===== src/rtl/fifo_wr_arbiter.sv =====
// fifo_wr_arbiter
// Round-robin arbiter sharing one FIFO write port among NUM_REQ requesters, all in
// the wr_clk domain. One requester owns the port at a time; its valid beats are
// forwarded to the FIFO while the FIFO is not full. When a grant ends, a new owner
// is chosen in the same cycle, so back-to-back grants have no idle bubble.
//
// Build option: define WR_ARB_BURST_EN to let an owner keep the port for up to
// MAX_BURST beats. Without it, every grant is exactly one beat long.
//
// Ports:
//   wr_clk          write-domain clock, rising edge
//   reset_n         asynchronous active-low reset
//   i_req_valid     per-requester beat valid
//   i_req_data      per-requester beats, requester k at [k*DATA_WIDTH +: DATA_WIDTH]
//   o_req_ready     per-requester beat accepted this cycle
//   i_fifo_full     FIFO full flag
//   o_fifo_wr_en    FIFO write enable
//   o_fifo_data_in  FIFO write data (0 while idle)
//   o_grant_id      index of the current owner
//   o_busy          a grant is active
module fifo_wr_arbiter #(
    parameter int unsigned NUM_REQ    = 4,
    parameter int unsigned DATA_WIDTH = 4,
    parameter int unsigned MAX_BURST  = 4,
    parameter int unsigned ID_WIDTH   = $clog2(NUM_REQ)
) (
    input  logic                          wr_clk,
    input  logic                          reset_n,
    input  logic [NUM_REQ-1:0]            i_req_valid,
    input  logic [NUM_REQ*DATA_WIDTH-1:0] i_req_data,
    output logic [NUM_REQ-1:0]            o_req_ready,
    input  logic                          i_fifo_full,
    output logic                          o_fifo_wr_en,
    output logic [DATA_WIDTH-1:0]         o_fifo_data_in,
    output logic [ID_WIDTH-1:0]           o_grant_id,
    output logic                          o_busy
);

    if (NUM_REQ < 2 || NUM_REQ > 8 || MAX_BURST < 1 || MAX_BURST > 16) begin : g_param_check
        $error("fifo_wr_arbiter: NUM_REQ must be 2..8 and MAX_BURST 1..16");
    end

    typedef enum logic [0:0] {StIdle, StGrant} state_e;

    state_e                r_state;
    state_e                w_state_nxt;
    logic [ID_WIDTH-1:0]   r_owner;
    logic [ID_WIDTH-1:0]   w_owner_nxt;
    logic [ID_WIDTH-1:0]   r_last;
    logic [ID_WIDTH-1:0]   w_last_nxt;

    logic                  w_any_valid;
    logic                  w_owner_valid;
    logic [DATA_WIDTH-1:0] w_owner_data;
    logic [ID_WIDTH-1:0]   w_arb_base;
    logic [ID_WIDTH-1:0]   w_winner;
    logic                  w_found;
    logic                  w_xfer;
    logic                  w_grant_end;
    logic                  w_burst_done;

    assign w_any_valid   = |i_req_valid;
    assign w_owner_valid = i_req_valid[r_owner];
    assign w_owner_data  = i_req_data[r_owner*DATA_WIDTH +: DATA_WIDTH];

    // Re-arbitration at grant end rotates from the outgoing owner, which is the
    // last_id value being written this same cycle.
    assign w_arb_base = (r_state == StGrant) ? r_owner : r_last;

    // Round-robin pick: first valid requester after w_arb_base, wrapping around.
    always_comb begin
        w_winner = '0;
        w_found  = 1'b0;
        for (int unsigned k = 1; k <= NUM_REQ; k++) begin
            if (!w_found && i_req_valid[(int'(w_arb_base) + k) % NUM_REQ]) begin
                w_winner = ID_WIDTH'((int'(w_arb_base) + k) % NUM_REQ);
                w_found  = 1'b1;
            end
        end
    end

`ifdef WR_ARB_BURST_EN
    localparam int unsigned CntWidth = $clog2(MAX_BURST + 1);

    logic [CntWidth-1:0] r_beat_cnt;
    logic [CntWidth-1:0] w_beat_cnt_nxt;

    // The transfer in flight is the one that completes the burst.
    assign w_burst_done = (r_beat_cnt == CntWidth'(MAX_BURST - 1));

    always_comb begin
        w_beat_cnt_nxt = r_beat_cnt;
        if (w_grant_end) begin
            w_beat_cnt_nxt = '0;
        end else if (w_xfer) begin
            w_beat_cnt_nxt = r_beat_cnt + CntWidth'(1);
        end
    end

    always_ff @(posedge wr_clk or negedge reset_n) begin
        if (!reset_n) begin
            r_beat_cnt <= '0;
        end else begin
            r_beat_cnt <= w_beat_cnt_nxt;
        end
    end
`else
    // Single-beat grants: every transfer ends the grant.
    assign w_burst_done = 1'b1;
`endif

    always_comb begin
        w_state_nxt    = r_state;
        w_owner_nxt    = r_owner;
        w_last_nxt     = r_last;
        w_xfer         = 1'b0;
        w_grant_end    = 1'b0;
        o_fifo_wr_en   = 1'b0;
        o_req_ready    = '0;
        o_fifo_data_in = '0;

        unique case (r_state)
            StIdle: begin
                if (w_any_valid) begin
                    w_owner_nxt = w_winner;
                    w_state_nxt = StGrant;
                end
            end
            StGrant: begin
                // A full FIFO simply stalls the owner; the grant is kept.
                w_xfer               = w_owner_valid & ~i_fifo_full;
                o_fifo_wr_en         = w_xfer;
                o_req_ready[r_owner] = w_xfer;
                o_fifo_data_in       = w_owner_data;
                w_grant_end          = (w_xfer & w_burst_done) | ~w_owner_valid;
                if (w_grant_end) begin
                    w_last_nxt = r_owner;
                    if (w_any_valid) begin
                        w_owner_nxt = w_winner;
                    end else begin
                        w_state_nxt = StIdle;
                    end
                end
            end
            default: begin
                w_state_nxt = StIdle;
            end
        endcase
    end

    always_ff @(posedge wr_clk or negedge reset_n) begin
        if (!reset_n) begin
            r_state <= StIdle;
            r_owner <= '0;
            r_last  <= ID_WIDTH'(NUM_REQ - 1);
        end else begin
            r_state <= w_state_nxt;
            r_owner <= w_owner_nxt;
            r_last  <= w_last_nxt;
        end
    end

    assign o_grant_id = r_owner;
    assign o_busy     = (r_state == StGrant);

endmodule


===== config.mk =====
export PLATFORM = sky130hd
export DESIGN_NAME = fifo_wr_arbiter
export DESIGN_NICKNAME = d
export VERILOG_FILES = /design/src/rtl/fifo_wr_arbiter.sv
export SDC_FILE = /design/constraint.sdc
export NUM_CORES = 1
export LEC_CHECK = 0
export CAP_MARGIN = 20
export CORE_AREA = 4 4 41 43
export CTS_CLUSTER_DIAMETER = 200
export CTS_CLUSTER_SIZE = 10
export DETAILED_ROUTE_END_ITERATION = 8
export DIE_AREA = 0 0 45 47
export DONT_BUFFER_PORTS = 1
export SYNTH_ARGS = -nofsm -noshare
export SYNTH_HDL_FRONTEND = slang
export SYNTH_SLANG_ARGS = --single-unit

===== constraint.sdc =====
create_clock -name wr_clk -period 2.45 [get_ports wr_clk]
set_input_delay 0.735 -clock wr_clk [delete_from_list [all_inputs] [get_ports wr_clk]]
set_output_delay 0.735 -clock wr_clk [all_outputs]
set_load 0.005 [all_outputs]

==> results of run 1 <==
## area by class of cell
type / instances / area [µm²] / share of cell area, %
tap: 15 / 18.77 / 3.151
clock buffer: 4 / 26.28 / 4.412
inverter: 1 / 3.754 / 0.6303
multi-input combinational: 41 / 381.6 / 64.08
sequential: 5 / 127.6 / 21.43
timing repair buffer: 5 / 37.54 / 6.303
## logic make-up (layout without fill, tap and decap cells)
| logic type | after synthesis | in the layout | share of synthesized area, % |
|---|---|---|---|
| AOI/OAI and AO/OA | 10 | 10 | 16.15 |
| buffers and inverters | 4 | 10 | 3.324 |
| DFF | 5 | 5 | 24.23 |
| muxes | 11 | 11 | 34.20 |
| and+or+nand+nor | 20 | 20 | 22.09 |
## power by group through the flow
stage / Clock [mW] / Combinational (mW) / Sequential [mW]
after global routing: 0.109 / 0.463 / 0.164
after global placement: 0 / 0.425 / 0.155
after floorplan: 0 / 0.324 / 0.161
after detailed placement: 0 / 0.423 / 0.159
final: 0.0916 / 0.418 / 0.158
after CTS: 0.0966 / 0.423 / 0.157
## registers in the layout, indices dropped and copies added, names as in the netlist
register	count
o_grant_id	2
o_busy	1
r_last	2
## cell usage in the layout (no fill, tap or decap), drive strengths merged
cell type,Yosys,layout
and3,2,2
o32a,1,1
o32ai,1,1
nor4,1,1
o21ai,1,1
a2bb2oi,1,1
mux2i,3,3
inv,1,1
nor3b,1,1
a21boi,1,1
mux2,3,3
a31oi,2,2
nor2,5,5
nor2b,2,2
o21a,1,1
or3,1,1
or2,1,1
dfstp,2,2
clkbuf,1,4
dfrtp,3,3
and3b,2,2
nand2,1,1
a21oi,2,2
mux4,5,5
and2,4,4
buf,2,5
## critical path, cell delays in order
cell	delay, ps
mux4_2	450
and3b_1	220
and3_1	200
## worst max path at each step
stage | start | to | depth (start not counted)
2_1_floorplan | i_req_valid[3] | o_req_ready[3] | 3
3_3_place_gp | i_req_valid[3] | o_req_ready[3] | 3
3_5_place_dp | i_req_valid[3] | o_req_ready[1] | 3
4_1_cts | i_req_valid[3] | o_req_ready[1] | 3
5_1_grt | i_req_valid[3] | o_req_ready[3] | 3
6_report | i_req_valid[3] | o_req_ready[3] | 3
## routing by layer
| metal | global-route usage [%] | vias up |
|---|---|---|
| met5 | 0 | - |
| met2 | 20.06 | 24 |
| met1 | 13.38 | 199 |
| met4 | 8.772 | 0 |
| met3 | 6.513 | 0 |
| li1 | - | 206 |
==> impl_metrics.json, run 1 <==
{
  "status": "finished, final reports clean",
  "vias": 429,
  "via_per_inst": 6.042,
  "wirelength_mm": 1.214,
  "final.period_utilization_pct": 95.71,
  "ys_types": 28,
  "dp_slack_ps": 101.9,
  "cts_made_buffers": 3,
  "nFillCells": 127,
  "switching_power_mw": 0.2477,
  "p_int_mw": 0.4194,
  "grt_pass1_wl_mm": 1.849,
  "clock_sinks": 5,
  "drt_iter0_markers": 6,
  "highest_layer": "met3",
  "netlist_area_um2": 526.8,
  "clk_latency_ps": 230,
  "cts.clk_slew.worst_paths_ps": 40,
  "clock-root-buffer": "clkbuf_4",
  "fin_skew_ps": 0.2559,
  "reg2reg_slack_ps": 640,
  "stdcell_count": 71,
  "r2r-end": "o_grant_id[1]",
  "max_cap_viol_count": 0,
  "grt_max_degree": 14,
  "route.detailed.drc": 0,
  "hpwl_mm": 1.011,
  "critPathLaunchType": "input port",
  "die_area_um2": 2115,
  "start_util_pct": 40.48,
  "synthTopCellsByArea": "mux4_2 21%, dfrtp_1 14%, dfstp_2 10%",
  "diodes": 0,
  "path_class": "in -> out",
  "antenna_found_initial": 0,
  "dpl_cell_area_um2": 569.3,
  "postRouteAntennaNets": 0,
  "syn_nets": 73,
  "grt_use_total_pct": 12.78,
  "end_kind": "primary output",
  "power_mw": 0.6671,
  "synth-seq-cells": 5,
  "holdBufCountCts": 0,
  "clk_path_buf_depth": 2,
  "cts.repair.resized": 0,
  "synth_warnings": 0,
  "whs_ps": 193.5,
  "area_growth_pct": 13.06,
  "layout_setup_ws_ps": 105.2,
  "num_rows": 13,
  "firstDrtPassIters": 4,
  "synth_top_area_cell": "mux4_2",
  "cts_tree": "done",
  "async_reset_ff_share_pct": 100.0,
  "power_frac_comb_pct": 62.6,
  "r2r_cells": 4,
  "period_minus_slack_ps": 2345,
  "sw_frac_of_total_pct": 37.13,
  "met3RoutedLength_um": 176,
  "port_buffers": 0,
  "cp.required_ps": 1710,
  "finalSetupTns_ps": 0,
  "worstPathMaxFanout": 7,
  "layout.nets": 80,
  "syn_avg_cell_area_um2": 10.54,
  "report.final.hold_viol_count": 0,
  "tightest_slew_ps": 428.8,
  "fmax_mhz": 426.5,
  "wl_met1_um": 451,
  "ir_drop_uv": 542.9,
  "die_w_um": 45,
  "syn-instance-count": 50,
  "arrival_ps": 1610,
  "cts_htree_levels": 1,
  "synth_edf_count": 0,
  "fin_util_pct": 45.77,
  "setup-violations-final": 0,
  "routabilityCongestion": 0.7890,
  "synth_top_area_share_pct": 21.38,
  "dp.cells": 67,
  "seq_area_frac_synth_pct": 24.23,
  "hold_class": "in -> async",
  "post_cts_buffers": 0,
  "core_um2": 1301,
  "synthTopCellsByCount": "5 x mux4_2, 5 x nor2_1, 4 x and2_1",
  "powerDensity_nw_per_um2": 1120,
  "num_io_pins": 35,
  "drive_gt1_share_pct": 37.50,
  "power_leakage_nw": 0.2334,
  "rsz0062_at_grt": "no",
  "pwr-share-seq_pct": 23.7,
  "fp.dieH_um": 47,
  "synth_flop_cell": "dfrtp_1",
  "rr_startpoint": "o_busy",
  "grt_overflow": 0,
  "wl_met2_um": 586,
  "clockPowerShare_pct": 13.7,
  "drv_slew": 0,
  "fin_area_um2": 595.6,
  "relSlewSlack_pct": 71.41,
  "routedWlPerCell_um": 17.10,
  "first_global_vias": 403
}
(Power assumes the default switching activity.)
==> run 2: changes to the inputs <==
HOLD_SLACK_MARGIN = 0.1   (was not set)
==> results of run 2 <==
Final layout, timing and power as in run 1 (identical DEF).
